===== src/rtl/stud_tone_analyzer.sv =====
// Rising-crossing tone analyzer: measures period, peak and trough of each cycle and reports lock.
// Define STUD_TONE_ANALYZER_PSC_EN to enable the psc_o prescaler estimate (otherwise psc_o is tied to 0).
module stud_tone_analyzer #(
    parameter int HYST    = 16,
    parameter int TIMEOUT = 2097152
) (
    input  logic               clk_i,
    input  logic               rst_i,
    input  logic signed [15:0] sample_i,
    input  logic               sample_valid_i,
    output logic        [21:0] period_o,
    output logic signed [15:0] peak_o,
    output logic signed [15:0] trough_o,
    output logic               result_valid_o,
    output logic               locked_o,
    output logic         [3:0] psc_o
);

    typedef enum logic {SEARCH, MEASURE} state_t;

    localparam logic signed [16:0] NEG_HYST    = -17'(HYST);
    localparam logic        [21:0] TIMEOUT_CNT = 22'(TIMEOUT);

    state_t             r_state;
    logic               r_armed;
    logic               r_havePrev;
    logic        [21:0] r_count;
    logic signed [15:0] r_max;
    logic signed [15:0] r_min;
    logic        [21:0] r_period;
    logic signed [15:0] r_peak;
    logic signed [15:0] r_trough;
    logic               r_resultValid;
    logic               r_locked;

    logic               w_below;
    logic               w_crossing;
    logic               w_publish;
    logic        [21:0] w_countNext;

    assign w_below     = $signed({sample_i[15], sample_i}) < NEG_HYST;
    assign w_crossing  = sample_valid_i && r_armed && !sample_i[15];
    assign w_publish   = w_crossing && (r_state == MEASURE);
    assign w_countNext = r_count + 22'd1;

    // The published period doubles as the "previous period" for the lock comparison.
    always_ff @(posedge clk_i or posedge rst_i) begin
        if (rst_i) begin
            r_state       <= SEARCH;
            r_armed       <= 1'b0;
            r_havePrev    <= 1'b0;
            r_count       <= '0;
            r_max         <= '0;
            r_min         <= '0;
            r_period      <= '0;
            r_peak        <= '0;
            r_trough      <= '0;
            r_resultValid <= 1'b0;
            r_locked      <= 1'b0;
        end else begin
            r_resultValid <= 1'b0;
            if (sample_valid_i) begin
                if (w_crossing) begin
                    r_armed <= 1'b0;
                end else if (w_below) begin
                    r_armed <= 1'b1;
                end
                if (w_crossing) begin
                    if (r_state == MEASURE) begin
                        r_period      <= r_count;
                        r_peak        <= r_max;
                        r_trough      <= r_min;
                        r_resultValid <= 1'b1;
                        r_locked      <= r_havePrev && (r_count == r_period);
                        r_havePrev    <= 1'b1;
                    end
                    r_state <= MEASURE;
                    r_count <= 22'd1;
                    r_max   <= sample_i;
                    r_min   <= sample_i;
                end else if (r_state == MEASURE) begin
                    if (w_countNext >= TIMEOUT_CNT) begin
                        r_state    <= SEARCH;
                        r_armed    <= 1'b0;
                        r_locked   <= 1'b0;
                        r_havePrev <= 1'b0;
                        r_count    <= '0;
                        r_max      <= '0;
                        r_min      <= '0;
                    end else begin
                        r_count <= w_countNext;
                        if (sample_i > r_max) begin
                            r_max <= sample_i;
                        end
                        if (sample_i < r_min) begin
                            r_min <= sample_i;
                        end
                    end
                end
            end
        end
    end

`ifdef STUD_TONE_ANALYZER_PSC_EN
    function automatic logic [3:0] pscOf(input logic [21:0] p);
        logic [4:0] msb;
        msb = 5'd0;
        for (int i = 0; i < 22; i++) begin
            if (p[i]) begin
                msb = 5'(i);
            end
        end
        return (msb < 5'd6) ? 4'd0 : 4'(msb - 5'd6);
    endfunction

    logic [3:0] r_psc;

    always_ff @(posedge clk_i or posedge rst_i) begin
        if (rst_i) begin
            r_psc <= 4'd0;
        end else if (w_publish) begin
            r_psc <= pscOf(r_count);
        end
    end

    assign psc_o = r_psc;
`else
    assign psc_o = 4'd0;
`endif

    assign period_o       = r_period;
    assign peak_o         = r_peak;
    assign trough_o       = r_trough;
    assign result_valid_o = r_resultValid;
    assign locked_o       = r_locked;

endmodule


===== config.mk =====
export PLATFORM = sky130hd
export DESIGN_NAME = stud_tone_analyzer
export DESIGN_NICKNAME = d
export VERILOG_FILES = /design/src/rtl/stud_tone_analyzer.sv
export SDC_FILE = /design/constraint.sdc
export NUM_CORES = 1
export LEC_CHECK = 0
export BUFFER_PORTS_ARGS = -buffer_cell sky130_fd_sc_hd__buf_4
export CAP_MARGIN = 0
export CORE_UTILIZATION = 40
export DETAILED_ROUTE_END_ITERATION = 8
export RECOVER_POWER = 25
export SETUP_SLACK_MARGIN = 0.05
export SYNTH_ARGS = -nofsm -noshare
export SYNTH_HDL_FRONTEND = slang
export SYNTH_SLANG_ARGS = --single-unit

===== constraint.sdc =====
create_clock -name clk_i -period 4 [get_ports clk_i]
set_input_delay 0.8 -clock clk_i [delete_from_list [all_inputs] [get_ports clk_i]]
set_output_delay 0.8 -clock clk_i [all_outputs]
set_load 0.05 [all_outputs]

==> flow_summary.ini <==
[placed_design]
gp_routability_congestion = 0.798
post-place-ws_ps = 792
dp.cells = 747
place_area_sq_um = 6300
io_buffers = 74
dp_hpwl_um = 9150

[synthesis]
synth_enable_flop_cells = 0
synth_cell_types = 54
yosysSeqAreaShare_pct = 50.7
synth-main-ff-cell = dfrtp_1
async_flop_share_pct = 100
avgSynthCellArea_sq_um = 10.9
syn_inst = 513
synth_top_area_share_pct = 50.7
ys_ff_latch = 113
synth_area_leaders = dfrtp_1 (51%), ha_1 (7.2%), a22o_1 (5.0%)
netlist_area_sq_um = 5580
yosys_warnings = 0
synth_area_leader_cell = dfrtp_1

[floorplanning]
die-area_sq_um = 14400
initial_core_util_pct = 41.6
coreArea_sq_um = 13400
io_pins = 79
placementRows = 42
die_x_um = 120
fp.dieH_um = 120

[sta]
hold_violations = 0
worst_clock_skew_ps = 8.54
slew_headroom_pct = -36.4
tns_ps = 0
clock.fmax_mhz = 357
worst_pin_slew_ps = 2030
finalCriticalPeriod_ps = 2800
rsz0062_at_grt = false
fin_crit_sh_pct = 70.0
finalSetupViolCount = 0
slew_viol_final = 46
setup_slack_ps = 1200

[finish]
stdcell_area_sq_um = 6880
area_growth_pct = 23.3
antenna_cells = 0
drive_above_1_share_pct = 24.0
final_cells = 779
fin_nets = 641
final_util_pct = 51.3

[setup_path]
endpoint_kind = flop
r2r-start = r_max[14]$_DFFE_PP0P_
required_ps = 4350
start_kind = input port
r2r_end = r_max[5]$_DFFE_PP0P_
cp_max_fo = 15
critPathKind = input port to flop
worstPathArrival_ps = 3150
rr_worst_depth = 8
r2r_slack_ps = 1320

[clock_tree]
clk_path_buf_depth = 2
cts_tree = yes
clockRootBuffer = clkbuf_16
cts_setup_buffers = 0
cts_made_buffers = 17
clock-sinks = 113
clk_latency_ps = 420
htree_levels = 4
path_clk_slew_ps = 50
post_cts_resize_count = 0
ctsHoldBuffers = 0

[min_path]
min_to = peak_o[4]$_DFFE_PP0P_
hp-start = peak_o[4]$_DFFE_PP0P_
hold_depth = 2
hold_path.class = flop to flop

[power_and_ir_drop]
p_leak_nw = 3.40
power_density_nw_per_um2 = 775
peakVddDrop_mv = 0.304

[status]
status = finished, violations left
violations = max-capacitance violations, max-slew violations

[drt]
drtIter0Drc = 184
first_pass_iters = 4
ant_nets = 0
dr_total_vias = 4062
drc = 0
routed_wl_um = 13100
wire_per_inst_um = 16.8
vias_per_cell = 5.21

[global_route]
grt_pass1_vias = 3998
grt-ovfl-total = 0
grt_max_degree = 69
antenna_found_initial = 0
grtUsageTotal_pct = 19.5
grt_pass1_wl_um = 21300

[flow_run]
drv_cap = 1
==> power breakdown <==
group / internal, mW / switching, mW / leakage (nW) / total (mW)
clock: 0.927 / 0.546 / 0.277 / 1.47
combinational: 0.731 / 1.36 / 1.67 / 2.10
sequential: 1.52 / 0.244 / 1.45 / 1.76
total: 3.18 / 2.15 / 3.40 / 5.33
==> critical path, cell delays in order <==
cell and delay, ps:
buf_4 140, ha_1 320, nand4_1 170, nor4_1 360, a21boi_0 320, or4_1 200, a41o_1 600, a22o_1 220
==> synthesized netlist by cell type, types with 2 or more instances <==
library cell and instances:
or3_1 3, o21a_1 2, o21ai_0 38, a31oi_1 2, nand3_1 9, mux2_2 24
and3_1 4, o31ai_1 2, and4_1 4, nand2b_1 3, nand4b_1 2, nor4_1 6
buf_4 4, nand2_1 51, inv_1 35, nor3_1 4, nor2_1 23, nand4_1 15
buf_2 5, and2_1 4, a22o_1 32, xor2_1 20, nor2b_1 3, dfrtp_1 113
clkbuf_1 12, xnor2_1 18, a21oi_1 13, ha_1 32, a21o_1 3, buf_6 3
==> sequential cells by signal, summed over array words and instances, names as in the netlist, 16 cells and up <==
signal / flops
r_min: 16
peak_o: 16
r_max: 16
period_o: 22
r_count: 22
trough_o: 16
==> cell usage in the layout, fill, tap and decap left out, drive strengths merged, types with 3 or more instances in the layout <==
master / instances
clkbuf: 19
a31oi: 3
conb: 4
o21ai: 39
nor2: 23
nor3: 4
nand4: 16
and4: 5
mux2: 25
nor2b: 3
a21oi: 13
nor4: 6
nand2b: 3
nand3: 9
a21o: 3
xor2: 20
or3: 3
inv: 34
clkinv: 8
a22o: 32
nand2: 51
buf: 78
and3: 4
ha: 32
xnor2: 18
o31ai: 4
and2: 5
clkinvlp: 5
dfrtp: 113
==> metrics by stage <==
stage               total power [mW]  hold WS [ps]
floorplan                       3.25           464
global placement                3.85           468
detailed placement              3.88           472
CTS                             5.38           460
global route                    5.64           504
finish                          5.33           480
==> area by class of cell <==
class	instances	area, sq um
tap	176	220
multi-input combinational	344	2510
sequential	113	2830
fill	1210	6530
clock inverter	14	141
timing repair buffer	79	606
clock buffer	18	439
inverter	35	133
==> how the worst max path moves through the flow <==
stage                      start                    end  slack [ps]  cells past startpoint
CTS                 sample_i[15]   r_max[5]$_DFFE_PP0P_        1230                      8
finish              sample_i[15]   r_max[5]$_DFFE_PP0P_        1200                      8
floorplan                  rst_i   locked_o$_DFFE_PP0P_         210                      1
global placement     sample_i[9]   r_max[9]$_DFFE_PP0P_         890                      8
detailed placement  sample_i[15]   r_max[7]$_DFFE_PP0P_         790                      8
global route        sample_i[15]  r_max[10]$_DFFE_PP0P_        1040                      8
==> cells by family (layout without fill, tap and decap cells) <==
kind of cell / after synthesis / count (layout) / share of synthesized area, %
xor+xnor: 38 / 38 / 5.97
flops: 113 / 113 / 50.7
mux: 26 / 26 / 5.23
buf+inv: 59 / 146 / 4.76
simple gates: 137 / 137 / 12.6
compound gates: 107 / 107 / 13.5
other cells: 1 / 4 / 0.0672
fa+ha+maj: 32 / 32 / 7.18
==> per-layer routing <==
layer,up-vias,routed length (um),GRT usage [%]
li1,1966,-,-
met1,1987,6080,26.0
met2,94,6180,30.2
met3,15,552,5.04
met4,0,244,7.81
met5,-,0,0
(Power assumes the default switching activity.)
